`config.mk`:
```
export PLATFORM = sky130hd
export DESIGN_NAME = div_seq_ctrl_flat
export DESIGN_NICKNAME = d
export VERILOG_FILES = /design/src/rtl/div_seq_ctrl_if.sv /design/src/rtl/div_seq_ctrl.sv /design/src/flat_wrapper.sv
export SDC_FILE = /design/constraint.sdc
export NUM_CORES = 1
export LEC_CHECK = 0
export ABC_AREA = 1
export BUFFER_PORTS_ARGS = -buffer_cell sky130_fd_sc_hd__buf_2
export CAP_MARGIN = 20
export CORE_MARGIN = 2
export CORE_UTILIZATION = 30
export DETAILED_ROUTE_END_ITERATION = 12
export GPL_ROUTABILITY_DRIVEN = 0
export PLACE_DENSITY = 0.54
export SETUP_SLACK_MARGIN = 0.3
export SYNTH_ARGS = -nofsm -noshare
export SYNTH_HDL_FRONTEND = slang
export SYNTH_SLANG_ARGS = --single-unit
export TNS_END_PERCENT = 5
```
`constraint.sdc`:
```
create_clock -name clk -period 3.4 [get_ports clk]
set_clock_uncertainty 0.1 [all_clocks]
set_input_delay 0.34 -clock clk [delete_from_list [all_inputs] [get_ports clk]]
set_output_delay 0.34 -clock clk [all_outputs]
set_load 0.05 [all_outputs]
```
`src/rtl/div_seq_ctrl_if.sv`:
```
// Request, result and divider-side signals of the sequential divider controller.
// The slave modport is the controller; master is the requester/consumer plus the array divider.
interface div_seq_ctrl_if;
   logic        in_valid;
   logic        in_ready;
   logic        in_signed;
   logic [31:0] in_a;
   logic [31:0] in_b;
   logic [31:0] div_a;
   logic [31:0] div_b;
   logic [31:0] div_q;
   logic [31:0] div_r;
   logic        out_valid;
   logic        out_ready;
   logic [31:0] out_q;
   logic [31:0] out_r;
   logic        out_dbz;
   logic        busy;

   modport slave (
      input  in_valid, in_signed, in_a, in_b, div_q, div_r, out_ready,
      output in_ready, div_a, div_b, out_valid, out_q, out_r, out_dbz, busy
   );

   modport master (
      output in_valid, in_signed, in_a, in_b, div_q, div_r, out_ready,
      input  in_ready, div_a, div_b, out_valid, out_q, out_r, out_dbz, busy
   );
endinterface

```
`src/rtl/div_seq_ctrl.sv`:
```
// Sequencing front/back-end for a 32-bit combinational array divider: registers operand
// magnitudes, waits a fixed multicycle settle window, then restores signs on the result.
//
// state  | meaning
// IDLE   | waiting for a request, in_ready high
// SETTLE | divider inputs held, counting down the settle window
// DONE   | result presented, waiting for out_ready
module div_seq_ctrl #(
   parameter int unsigned SETTLE_CYCLES = 4
) (
   input logic           clk,
   input logic           rst_n,
   div_seq_ctrl_if.slave bus
);

   typedef enum logic [1:0] {IDLE, SETTLE, DONE} state_t;

   localparam logic [3:0] CNT_INIT = 4'(SETTLE_CYCLES - 1);

   state_t      state_q;
   logic [3:0]  cnt_q;
   logic        sign_a_q, sign_b_q;
   logic [31:0] div_a_q, div_b_q;
   logic [31:0] out_q_q, out_r_q;
   logic        out_valid_q, out_dbz_q;
   logic        in_ready_q, busy_q;

   logic        sign_a, sign_b;

   function automatic logic [31:0] neg32(input logic [31:0] v);
      return ~v + 32'd1;
   endfunction

   assign sign_a = bus.in_signed & bus.in_a[31];
   assign sign_b = bus.in_signed & bus.in_b[31];

   always_ff @(posedge clk or negedge rst_n) begin
      if (!rst_n) begin
         state_q     <= IDLE;
         cnt_q       <= 4'd0;
         sign_a_q    <= 1'b0;
         sign_b_q    <= 1'b0;
         div_a_q     <= 32'd0;
         div_b_q     <= 32'd0;
         out_q_q     <= 32'd0;
         out_r_q     <= 32'd0;
         out_valid_q <= 1'b0;
         out_dbz_q   <= 1'b0;
         in_ready_q  <= 1'b1;
         busy_q      <= 1'b0;
      end else begin
         case (state_q)
            IDLE: begin
               if (bus.in_valid) begin
                  sign_a_q   <= sign_a;
                  sign_b_q   <= sign_b;
                  div_a_q    <= sign_a ? neg32(bus.in_a) : bus.in_a;
                  div_b_q    <= sign_b ? neg32(bus.in_b) : bus.in_b;
                  in_ready_q <= 1'b0;
                  busy_q     <= 1'b1;
                  // Divide-by-zero never waits on the divider; result is known at accept.
                  if (bus.in_b == 32'd0) begin
                     out_q_q     <= 32'hFFFF_FFFF;
                     out_r_q     <= bus.in_a;
                     out_dbz_q   <= 1'b1;
                     out_valid_q <= 1'b1;
                     state_q     <= DONE;
                  end else begin
                     cnt_q   <= CNT_INIT;
                     state_q <= SETTLE;
                  end
               end
            end
            SETTLE: begin
               if (cnt_q == 4'd0) begin
                  out_q_q     <= (sign_a_q ^ sign_b_q) ? neg32(bus.div_q) : bus.div_q;
                  out_r_q     <= sign_a_q ? neg32(bus.div_r) : bus.div_r;
                  out_dbz_q   <= 1'b0;
                  out_valid_q <= 1'b1;
                  state_q     <= DONE;
               end else begin
                  cnt_q <= cnt_q - 4'd1;
               end
            end
            DONE: begin
               if (bus.out_ready) begin
                  out_valid_q <= 1'b0;
                  in_ready_q  <= 1'b1;
                  busy_q      <= 1'b0;
                  state_q     <= IDLE;
               end
            end
            default: state_q <= IDLE;
         endcase
      end
   end

   assign bus.in_ready  = in_ready_q;
   assign bus.busy      = busy_q;
   assign bus.div_a     = div_a_q;
   assign bus.div_b     = div_b_q;
   assign bus.out_valid = out_valid_q;
   assign bus.out_q     = out_q_q;
   assign bus.out_r     = out_r_q;
   assign bus.out_dbz   = out_dbz_q;

endmodule

```
`src/flat_wrapper.sv`:
```
// flat-port wrapper written by rule: the top's interface ports become plain ports
module div_seq_ctrl_flat 
#(
   parameter int unsigned SETTLE_CYCLES = 4
)
  (clk, rst_n, bus_in_valid, bus_in_signed, bus_in_a, bus_in_b, bus_div_q, bus_div_r, bus_out_ready, bus_in_ready, bus_div_a, bus_div_b, bus_out_valid, bus_out_q, bus_out_r, bus_out_dbz, bus_busy);
  div_seq_ctrl_if bus_i ();
  input logic clk;
  input logic rst_n;
  input wire logic [$bits(bus_i.in_valid)-1:0] bus_in_valid;
  input wire logic [$bits(bus_i.in_signed)-1:0] bus_in_signed;
  input wire logic [$bits(bus_i.in_a)-1:0] bus_in_a;
  input wire logic [$bits(bus_i.in_b)-1:0] bus_in_b;
  input wire logic [$bits(bus_i.div_q)-1:0] bus_div_q;
  input wire logic [$bits(bus_i.div_r)-1:0] bus_div_r;
  input wire logic [$bits(bus_i.out_ready)-1:0] bus_out_ready;
  output wire logic [$bits(bus_i.in_ready)-1:0] bus_in_ready;
  output wire logic [$bits(bus_i.div_a)-1:0] bus_div_a;
  output wire logic [$bits(bus_i.div_b)-1:0] bus_div_b;
  output wire logic [$bits(bus_i.out_valid)-1:0] bus_out_valid;
  output wire logic [$bits(bus_i.out_q)-1:0] bus_out_q;
  output wire logic [$bits(bus_i.out_r)-1:0] bus_out_r;
  output wire logic [$bits(bus_i.out_dbz)-1:0] bus_out_dbz;
  output wire logic [$bits(bus_i.busy)-1:0] bus_busy;
  assign bus_i.in_valid = bus_in_valid;
  assign bus_i.in_signed = bus_in_signed;
  assign bus_i.in_a = bus_in_a;
  assign bus_i.in_b = bus_in_b;
  assign bus_i.div_q = bus_div_q;
  assign bus_i.div_r = bus_div_r;
  assign bus_i.out_ready = bus_out_ready;
  assign bus_in_ready = bus_i.in_ready;
  assign bus_div_a = bus_i.div_a;
  assign bus_div_b = bus_i.div_b;
  assign bus_out_valid = bus_i.out_valid;
  assign bus_out_q = bus_i.out_q;
  assign bus_out_r = bus_i.out_r;
  assign bus_out_dbz = bus_i.out_dbz;
  assign bus_busy = bus_i.busy;
  div_seq_ctrl #(.SETTLE_CYCLES(SETTLE_CYCLES)) u_core (.clk(clk), .rst_n(rst_n), .bus(bus_i));
endmodule
```
=== Word level (Yosys, flattened, before mapping) ===
Cells that the tools add are included.

* Register bits after elaboration: 140
* Input bits: 133
* Output and inout port bits: 132
* Logic and storage cells: 77

* Eq/ne operators: 8
* Mux-type cells: 33
* Bitwise operators: 7
* Reductions and logical operators: 12
* $add $sub $neg: 5

{| class="wikitable"
|+ Operators by type and width
! operator !! count
|-
| 32-bit two-way mux || 10
|-
| 32-bit by 1-bit adder with 32-bit output (second input constant) || 4
|-
| 32-bit inverter || 4
|-
| 32-bit case mux with 2 select lines || 2
|-
| 32-bit logical NOT || 1
|-
| 4-bit two-way mux || 3
|-
| 1-bit two-way mux || 8
|-
| 2-bit two-way mux || 4
|-
| 2-bit != test (second input constant) || 4
|-
| 4-bit case mux with 2 select lines || 1
|-
| 4-bit AND reduction || 2
|-
| 1-bit case mux with 2 select lines || 3
|-
| 2-bit case mux with 3 select lines || 1
|-
| 3-bit AND reduction || 2
|-
| 5-bit AND reduction || 1
|-
| 4-bit logical NOT || 1
|-
| 2-bit by 1-bit != test with 1-bit output (second input constant) || 2
|-
| 2-bit nonzero test || 2
|-
| 4-bit by 1-bit subtractor with 4-bit output (second input constant) || 1
|-
| 1-bit case mux with 3 select lines || 1
|-
| 3-bit nonzero test || 1
|-
| 1-bit bitwise AND || 2
|-
| 2-bit by 1-bit equality test with 1-bit output (second input constant) || 1
|-
| 2-bit equality test (second input constant) || 1
|-
| 3 further kinds || 3
|}

=== Longest topological paths before layout ===
Gate-level depths: netlist of run 1.

* Depth after elaboration: 5
* Gate-level depth with buffers: 12

=== Least setup slack after synthesis of run 1 ===
OpenSTA, ideal clock, no wires.

* Kind: in2reg
* Start: input port bus_in_b[0]
* End: register u_core.out_r_q[10], in the netlist u_core.bus.out_r[10]
* Buffers on the path: 2
* Slack: 1.523 ns
* Cell stages on the path: 11
* Arrival: 1.660 ns
* Cells stage by stage: inv_1 > ha_1 > nand3_1 > nor2_2 > nand2_2 > o21ai_4 > nand2_2 > buf_6 > buf_2 > nand2_1 > nand2_1

* Cells in the longest elaborated chain, start to end: 3

{| class="wikitable"
|+ RTL lines
! item !! RTL line !! text
|-
| from (decl) || flat_wrapper.sv:13 || <nowiki>input wire logic [$bits(bus_i.in_b)-1:0] bus_in_b;</nowiki>
|-
| 32-bit logical NOT || div_seq_ctrl.sv:62 || <nowiki>if (bus.in_b == 32'd0) begin</nowiki>
|-
| 2-bit by 1-bit != test with 1-bit output (no source line) || n/a ||
|-
| 4-bit AND reduction (no source line) || n/a ||
|-
| to (signal assigned) || div_seq_ctrl.sv:64 || <nowiki>out_r_q <= bus.in_a;</nowiki>
|-
| to (signal assigned) || div_seq_ctrl.sv:77 || <nowiki>out_r_q <= sign_a_q ? neg32(bus.div_r) : bus.div_r;</nowiki>
|-
| to (decl) || div_seq_ctrl.sv:24 || <nowiki>logic [31:0] out_q_q, out_r_q;</nowiki>
|}

Every way passes these cells.
A chain may end at the register's enable or synchronous reset.

=== Worst setup path in the final report of run 1 ===
* Start: register u_core.sign_a_q
* End: register u_core.out_q_q[20], in the netlist u_core.bus.out_q[20]

* Cells in the longest elaborated chain, start to end: 4

{| class="wikitable"
|+ RTL lines
! item !! RTL line !! text
|-
| from (decl) || div_seq_ctrl.sv:22 || <nowiki>logic sign_a_q, sign_b_q;</nowiki>
|-
| from (signal assigned) || div_seq_ctrl.sv:55 || <nowiki>sign_a_q <= sign_a;</nowiki>
|-
| 1-bit bitwise XOR || div_seq_ctrl.sv:76 || <nowiki>out_q_q <= (sign_a_q ^ sign_b_q) ? neg32(bus.div_q) : bus.div_q;</nowiki>
|-
| 32-bit two-way mux || div_seq_ctrl.sv:76 ||
|-
| 32-bit two-way mux || div_seq_ctrl.sv:75 || <nowiki>if (cnt_q == 4'd0) begin</nowiki>
|-
| 32-bit case mux with 2 select lines || div_seq_ctrl.sv:52 || <nowiki>case (state_q)</nowiki>
|-
| to (signal assigned) || div_seq_ctrl.sv:76 ||
|-
| to (decl) || div_seq_ctrl.sv:24 ||
|}

Every way passes these cells. The select of a mux whose other input is x is not followed.

==> Flow_metrics.wiki, run 1 <==
{| class="wikitable"
! Metric !! Value
|-
| Outcome || finished, final reports clean
|-
| Insertion delay of the later-clocked pin in the worst-skew pair || 0.42 ns
|-
| Critical path launch point type || register
|-
| Cell internal pwr || 0.005016 W
|-
| Seq pwr share || 0.258
|-
| Reg clk slew, reported paths || 0.06 ns
|-
| Detail-routed net length per standard cell || 15.84 um
|-
| Category of the critical setup timing path || register to register
|-
| Final setup violation count || 0
|-
| Area added between synthesis and finish || 24.84%
|-
| Setup bufs post-CTS || 0
|-
| Syn_nets || 1546
|-
| Fill cells || 3321
|-
| Post-synth EDFFs || 0
|-
| Synth Warn # || 0
|-
| Reg2reg start || u_core.sign_a_q
|-
| Clock tree sinks || 140
|-
| Period utilization || 0.7146
|-
| Fraction of synthesized area in multiplexers || 0
|-
| Cell type contributing the most total cell area after synthesis || sky130_fd_sc_hd__dfrtp_1
|-
| Relative slew margins || 0.4186
|-
| Antenna-violating nets left || 0
|-
| Switching fraction of total power || 0.5541
|-
| Post-synthesis simple-gate area fraction || 0.4112
|-
| CP Data Arrival Time || 2.64 ns
|-
| Origin of the worst setup path || u_core.sign_a_q
|-
| Post-synth ARST share || 1.000
|-
| Class of the most critical hold timing path || primary input to register
|-
| Top post-synthesis cells by area || sky130_fd_sc_hd__dfrtp_1, sky130_fd_sc_hd__nand2_1, sky130_fd_sc_hd__nand3_1
|-
| Hold-fix buffers at CTS || 2
|-
| Top library cells by usage in the layout, fill and taps aside || sky130_fd_sc_hd__nand2_1, sky130_fd_sc_hd__buf_2, sky130_fd_sc_hd__nand3_1
|-
| Maximum number of buffers from clock root to sink || 2
|-
| Congestion Overflow GR || 0
|-
| Max-slew violation count || 0
|-
| Max-Cap Viols || 0
|-
| Count of pins on the block boundary || 265
|-
| Number of vias in the routed layout || 10010
|-
| Count of endpoints failing hold in the final timing report || 0
|-
| Sum Neg Setup Slack || 0 ns
|-
| Critical path data required time || 3.61 ns
|-
| Power density over cell area || 972.9 mW/mm^2
|-
| Drt first pass iters || 6
|-
| Synth Area in XOR/XNOR || 0.02742
|-
| DRC marker count from the first detailed-route iteration || 887
|-
| Num rows || 64
|-
| Pin count of the biggest net entering global routing || 92
|-
| Wire length of the first global-routing pass || 52170 um
|-
| Worst slack on hold paths || 0.08133 ns
|-
| Largest voltage drop on the vdd net || 519.7 uV
|-
| Largest family of logic cells by synthesized area || simple AND/OR/NAND/NOR gates
|-
| Top FF cell, synth || sky130_fd_sc_hd__dfrtp_1
|-
| Floorplan core area || 0.03051 mm^2
|-
| Inserted Clock Buffers || 17
|-
| Port Buffer Count || 264
|-
| Post-synthesis share of cell area spent on full adders, half adders and majority gates || 0.008105
|-
| Maximum frequency from static timing analysis || 411.6 MHz
|-
| TritonCTS clock tree || yes
|-
| Most common library cell in the layout ignoring fill and taps || sky130_fd_sc_hd__nand2_1
|-
| Overall track demand over capacity in global routing || 0.2020
|-
| Clock root buffer master || sky130_fd_sc_hd__clkbuf_16
|-
| Capturing element type of the critical path || register
|-
| Floorplan die width || 179.7 um
|-
| Hold path startpoint || bus_div_q[0]
|-
| Post-synthesis instance area || 0.009263 mm^2
|-
| Quantity of gates resized following cts || 0
|-
| Placed instance area || 0.01095 mm^2
|-
| Number of design rule violations left after detail routing || 0
|-
| Post-synthesis average cell area || 6.583 um^2
|-
| Distinct cells, synth || 39
|-
| Power dissipated by switching net loads || 0.006234 W
|-
| Worst-margin pin slew || 0.8721 ns
|-
| Clock H-tree levels || 4
|-
| NumNets Final || 1795
|-
| Half-perimeter wire length after placement || 25430 um
|-
| Final std cell area, no fill || 0.01156 mm^2
|-
| Part of the power in combinational logic || 0.575
|-
| Floorplan die area || 0.03230 mm^2
|-
| Gate Count Post-Synth || 1407
|-
| Critical path fanouts, max || 29
|-
| Register area share after synthesis || 0.3784
|-
| RSZ-0062 raised after global routing || no
|-
| DIE HEIGHT || 179.7 um
|-
| Vias in the first global route || 9587
|-
| Clock period minus final worst setup slack || 2.430 ns
|-
| Area fraction in compound gates after synthesis || 0.08645
|-
| Fraction of synthesized cell area taken by the top area cell type || 0.3755
|-
| Via density per instance || 4.836
|-
| Leak Pwr || 5.949 nW
|-
| #FFs+latches synth || 140
|-
| Setup slack of the worst register-to-register path || 0.97 ns
|-
| Setup crit end || u_core.bus.out_q[20]
|-
| Number of antenna violations at the first check in global routing || 10
|-
| Final wirelength || 32780 um
|-
| Part of the power in the clock network || 0.167
|-
| Effective utilization at floorplan || 0.3036
|-
| Depth of the worst register-to-register path || 12
|-
| Proportion of layout cells with a drive suffix above 1 || 0.2031
|-
| Endpoint of the worst-slack reg-to-reg timing path || u_core.bus.out_q[20]
|}
registers in the layout, summed over array words and instances, names as in the netlist, 2 cells and up:
signal and cells:
u_core.bus.out_r 32, u_core.cnt_q 4, u_core.bus.div_a 32, u_core.state_q 2, u_core.bus.out_q 32, u_core.bus.div_b 32
cells by family after synthesis:
kind of cell,count (synthesis)
flops,140
compound gates,142
fa+ha+maj,6
simple gates,888
buf+inv,202
xor+xnor,29
worst min path at each step:
| stage | endpoint | slack (ns) | cells past startpoint |
|---|---|---|---|
| floorplan | u_core.bus.busy | -0.06 | 0 |
| global placement | u_core.bus.out_q[0] | 0.23 | 1 |
| detailed placement | u_core.bus.out_q[0] | 0.23 | 1 |
| CTS | u_core.bus.out_q[0] | 0.06 | 3 |
| global route | u_core.bus.out_q[0] | 0.09 | 3 |
| finish | u_core.bus.out_q[0] | 0.08 | 3 |
through the flow:
stage / power [W] / instances / setup slack (ns) / utilization
after floorplan: 0.007775 / 1407 / 1.523 / -
after global placement: 0.009358 / 2031 / 0.6108 / 0.3589
after detailed placement: 0.009414 / 2031 / 0.6048 / 0.3589
after CTS: 0.01136 / 2065 / 0.9258 / 0.3786
after global routing: 0.01202 / 2068 / 0.6597 / 0.3789
final: 0.01125 / 2070 / 0.9705 / 0.3790
area by class of cell:
cell class	instances	area, um^2	area share
diodes	5	12.51	0.001082
flip-flops and latches	140	3505	0.3031
repair buffers	279	1458	0.1261
inverters	153	574.3	0.04966
well taps	396	495.5	0.04285
multi-input cells	1065	4938	0.4271
clock inverters	13	127.6	0.01104
clock buffers	19	452.9	0.03917
worst max-delay path, stage by stage (launching register included):
cell and delay (ns):
sky130_fd_sc_hd__dfrtp_1 0.51, sky130_fd_sc_hd__inv_2 0.19, sky130_fd_sc_hd__nand2_1 0.11, sky130_fd_sc_hd__nand2_2 0.12, sky130_fd_sc_hd__buf_4 0.25, sky130_fd_sc_hd__nand2_1 0.13
sky130_fd_sc_hd__nand3_1 0.14, sky130_fd_sc_hd__nor2_1 0.36, sky130_fd_sc_hd__nand2_1 0.11, sky130_fd_sc_hd__nand2_1 0.07, sky130_fd_sc_hd__nand3_1 0.05, sky130_fd_sc_hd__o21ai_0 0.09
sky130_fd_sc_hd__inv_1 0.06
per-layer routing:
layer	up-vias	GRT usage	share of wire
met5	-	0	0.0013
met4	8	0.05789	0.020
met3	47	0.05369	0.070
met2	330	0.3217	0.45
met1	4574	0.2694	0.46
li1	5052	-	-
cells in the mapped netlist, types with 10 or more instances:
| cell type | instances |
|---|---|
| sky130_fd_sc_hd__buf_2 | 10 |
| sky130_fd_sc_hd__nor2_1 | 153 |
| sky130_fd_sc_hd__nand3_1 | 193 |
| sky130_fd_sc_hd__nand3b_1 | 14 |
| sky130_fd_sc_hd__clkbuf_1 | 26 |
| sky130_fd_sc_hd__xor2_1 | 26 |
| sky130_fd_sc_hd__a21oi_1 | 12 |
| sky130_fd_sc_hd__inv_1 | 146 |
| sky130_fd_sc_hd__nor3_1 | 12 |
| sky130_fd_sc_hd__nand4_1 | 43 |
| sky130_fd_sc_hd__o21ai_0 | 99 |
| sky130_fd_sc_hd__nand2_1 | 452 |
| sky130_fd_sc_hd__dfrtp_1 | 139 |
power by group through the flow:
stage                     Clock [W]  Sequential, W  Combinational [W]
after floorplan                   0        0.00538            0.00239
after global placement            0        0.00291            0.00644
after detailed placement          0        0.00291            0.00650
after CTS                   0.00193        0.00290            0.00652
after global routing        0.00200        0.00300            0.00703
final                       0.00188        0.00290            0.00647
Note: power is estimated with default switching activity, not from simulation.
==> inputs of run 2 (changes only) <==
--- a/config.mk
+++ b/config.mk
@@ -12,7 +12,7 @@
 export CORE_UTILIZATION = 30
 export DETAILED_ROUTE_END_ITERATION = 12
 export GPL_ROUTABILITY_DRIVEN = 0
-export PLACE_DENSITY = 0.54
+export PLACE_DENSITY = 0.56
 export SETUP_SLACK_MARGIN = 0.3
 export SYNTH_ARGS = -nofsm -noshare
 export SYNTH_HDL_FRONTEND = slang
==> constraint.sdc (replaced) <==
create_clock -name clk -period 2 [get_ports clk]
set_clock_uncertainty 0.1 [all_clocks]
set_input_delay 0.2 -clock clk [delete_from_list [all_inputs] [get_ports clk]]
set_output_delay 0.2 -clock clk [all_outputs]
set_load 0.05 [all_outputs]
==> run 2 against run 1 <==
Compared with the run above:
- core utilization rose by 3.2 points
- worst setup slack lost 0.70 ns
- hold slack got worse by 0.067 ns
- register-to-register slack worse by 0.70 ns
- combinational power up 84%
- critical path depth is 3 lower
- routed wire length rose by 3.0%
- global-route usage grew 0.46 points
- maximum frequency is 41% higher
- die area did not move
- final area is 8.4% higher
- clock power is 80% higher
==> Flow_metrics.wiki, run 2 (synthesized netlist as in run 1, its figures left out) <==
{| class="wikitable"
! Metric !! Value
|-
| Top library cells by usage in the layout, fill and taps aside || sky130_fd_sc_hd__nand2_1, sky130_fd_sc_hd__buf_2, sky130_fd_sc_hd__nand3_1
|-
| Floorplan core area || 0.03051 mm^2 (unchanged)
|-
| Max-slew violation count || 0 (unchanged)
|-
| Placed instance area || 0.01125 mm^2 (+2.7%)
|-
| Pre-CTS setup slack || 0.03854 ns (-0.5663 ns)
|-
| Crit path depth || 9 (-3)
|-
| Wire length of the first global-routing pass || 53510 um (+2.6%)
|-
| Number of design rule violations left after detail routing || 0 (unchanged)
|-
| Final wirelength || 33760 um (+3.0%)
|-
| Final std cell area, no fill || 0.01254 mm^2 (+8.4%)
|-
| Clock H-tree levels || 4 (unchanged)
|-
| Maximum number of buffers from clock root to sink || 2 (unchanged)
|-
| Final setup violation count || 0 (unchanged)
|-
| Floorplan die area || 0.03230 mm^2 (unchanged)
|-
| Power density over cell area || 1611 mW/mm^2 (+66%)
|-
| Count of endpoints failing hold in the final timing report || 0 (unchanged)
|-
| Detail-routed net length per standard cell || 15.67 um (-1.0%)
|-
| DRC marker count from the first detailed-route iteration || 881 (-0.68%)
|-
| Most Frequent Cell on Critical Path || sky130_fd_sc_hd__buf_4
|-
| Outcome || finished, final reports clean
|-
| Antenna-violating nets left || 0 (unchanged)
|-
| Pin count of the biggest net entering global routing || 91 (-1.1%)
|-
| Proportion of layout cells with a drive suffix above 1 || 0.2302 (+0.02704)
|-
| RSZ-0062 raised after global routing || yes
|-
| Origin of the worst setup path || u_core.sign_a_q
|-
| Cell with the largest stage delay on the worst path || sky130_fd_sc_hd__dfrtp_1
|-
| DIE HEIGHT || 179.7 um (unchanged)
|-
| Insertion delay of the later-clocked pin in the worst-skew pair || 0.42 ns (about the same)
|-
| Capturing element type of the critical path || register
|-
| Final cell utilization of the core || 0.4109 (+0.03191)
|-
| Cell Count, Final, Fillers Out || 2154 (+4.1%)
|-
| Num rows || 64 (unchanged)
|-
| Congestion Overflow GR || 0 (unchanged)
|-
| Slowest stage delay, CP || 0.42 ns (-0.09 ns)
|-
| Setup slack of the worst register-to-register path || 0.27 ns (-0.70 ns)
|-
| Endpoint of the worst-slack reg-to-reg timing path || u_core.bus.out_q[9]
|-
| Overall track demand over capacity in global routing || 0.2065 (+0.004563)
|-
| Effective utilization at floorplan || 0.3036 (unchanged)
|-
| Count of pins on the block boundary || 265 (unchanged)
|-
| Leak Pwr || 6.393 nW (+7.5%)
|-
| Clock period minus final worst setup slack || 1.727 ns (-0.7029 ns)
|-
| Inst Count DP || 2064 (+1.6%)
|-
| Inserted Clock Buffers || 17 (unchanged)
|-
| TritonCTS clock tree || yes
|-
| Reg2reg start || u_core.sign_a_q
|-
| Vias in the first global route || 10090 (+5.3%)
|-
| Critical path data required time || 2.26 ns (-1.35 ns)
|-
| Setup slack after layout || 0.2734 ns (-0.6971 ns)
|-
| Sum Neg Setup Slack || 0 ns (unchanged)
|-
| Worst-margin pin slew || 0.4244 ns (-0.4477 ns)
|-
| Half-perimeter wire length after placement || 25940 um (+2.0%)
|-
| Hold path startpoint || bus_in_b[3]
|-
| Area added between synthesis and finish || 35.35%
|-
| Fill cells || 3256 (-2.0%)
|-
| Reg clk slew, reported paths || 0.07 ns (about the same)
|-
| Drt first pass iters || 5 (-1)
|-
| Maximum frequency from static timing analysis || 579.2 MHz (+41%)
|-
| Crit path cell chain || inv_2, nand2_2, nand2_4, buf_6, buf_4, buf_4, nand2_1, or2_2, a22oi_2
|-
| Cell class contributing the biggest share of worst-path delay || simple AND/OR/NAND/NOR gates
|-
| Period utilization || 0.8633 (+0.1487)
|-
| Floorplan die width || 179.7 um (unchanged)
|-
| Critical path fanouts, max || 7 (-76%)
|-
| Clock tree sinks || 140 (unchanged)
|-
| Largest voltage drop on the vdd net || 1071 uV (+110%)
|-
| Via density per instance || 4.871 (+0.72%)
|-
| Most common library cell in the layout ignoring fill and taps || sky130_fd_sc_hd__nand2_1
|-
| Setup crit end || u_core.bus.out_q[9]
|-
| Number of vias in the routed layout || 10490 (+4.8%)
|-
| Depth of the worst register-to-register path || 9 (-3)
|-
| Critical path launch point type || register
|-
| NumNets Final || 1877 (+4.6%)
|-
| CP Data Arrival Time || 1.98 ns (-0.66 ns)
|-
| Relative slew margins || 0.7171 (+0.2985)
|-
| Clock root buffer master || sky130_fd_sc_hd__clkbuf_16
|-
| Category of the critical setup timing path || register to register
|-
| Buf+Inv Stages, Crit Path || 4 (+1)
|-
| Max-Cap Viols || 0 (unchanged)
|-
| Port Buffer Count || 264 (unchanged)
|-
| Number of antenna violations at the first check in global routing || 9 (-1)
|-
| Class of the most critical hold timing path || primary input to register
|}
[run 2: tightest hold or removal path: cells and delay by family]
family / cells / cell delay [ns]
xor gates and xnor gates: 1 / 0.07
AOI/OAI and AO/OA: 1 / 0.13
buffers and inverters: 1 / 0.11
[run 2: routing by layer]
metal / part of all wire / global-route usage
met5: 0.00039 / 0
met4: 0.017 / 0.05659
met3: 0.071 / 0.04639
met2: 0.46 / 0.3379
met1: 0.45 / 0.2745
[run 2: worst min path at each step]
stage	to	slack, ns	depth (start not counted)
floorplan	u_core.bus.busy	-0.20	0
global placement	u_core.bus.out_q[0]	0.05	1
detailed placement	u_core.bus.out_q[0]	0.05	1
CTS	u_core.bus.out_q[11]	0.001	3
global route	u_core.bus.div_b[23]	0.02	4
finish	u_core.bus.div_b[3]	0.01	3
[run 2: metrics by stage]
| step | hold slack (ns) | total power, W |
|---|---|---|
| 2_1_floorplan | -0.1956 | 0.01322 |
| 3_3_place_gp | 0.05005 | 0.01619 |
| 3_5_place_dp | 0.05057 | 0.01628 |
| 4_1_cts | 0.001402 | 0.01999 |
| 5_1_grt | 0.01767 | 0.02153 |
| 6_report | 0.01403 | 0.02020 |
[run 2: report_power, final]
group          switching (W)  internal [W]
Clock                0.00144       0.00194
Combinational        0.00871       0.00316
Sequential          0.000791       0.00416
[run 2: cell type report]
class                   instances  area [um^2]  area share
multi-input cells            1065         5032      0.4014
clock buffers                  20        456.7     0.03643
inverters                     153        581.8     0.04641
diodes                          7        17.52    0.001397
well taps                     396        495.5     0.03952
flip-flops and latches        140         3505      0.2795
repair buffers                361         2301      0.1835
clock inverters                12        147.6     0.01178
[run 2: repair_timing]
item	4_1_cts	5_1_grt
endpoints found under the hold margin	113	0
hold buffers	41	0
pin swaps	2	6
buffers inserted	4	4
gates resized for setup	14	31
cloned	2	0
setup endpoints to repair	63	94
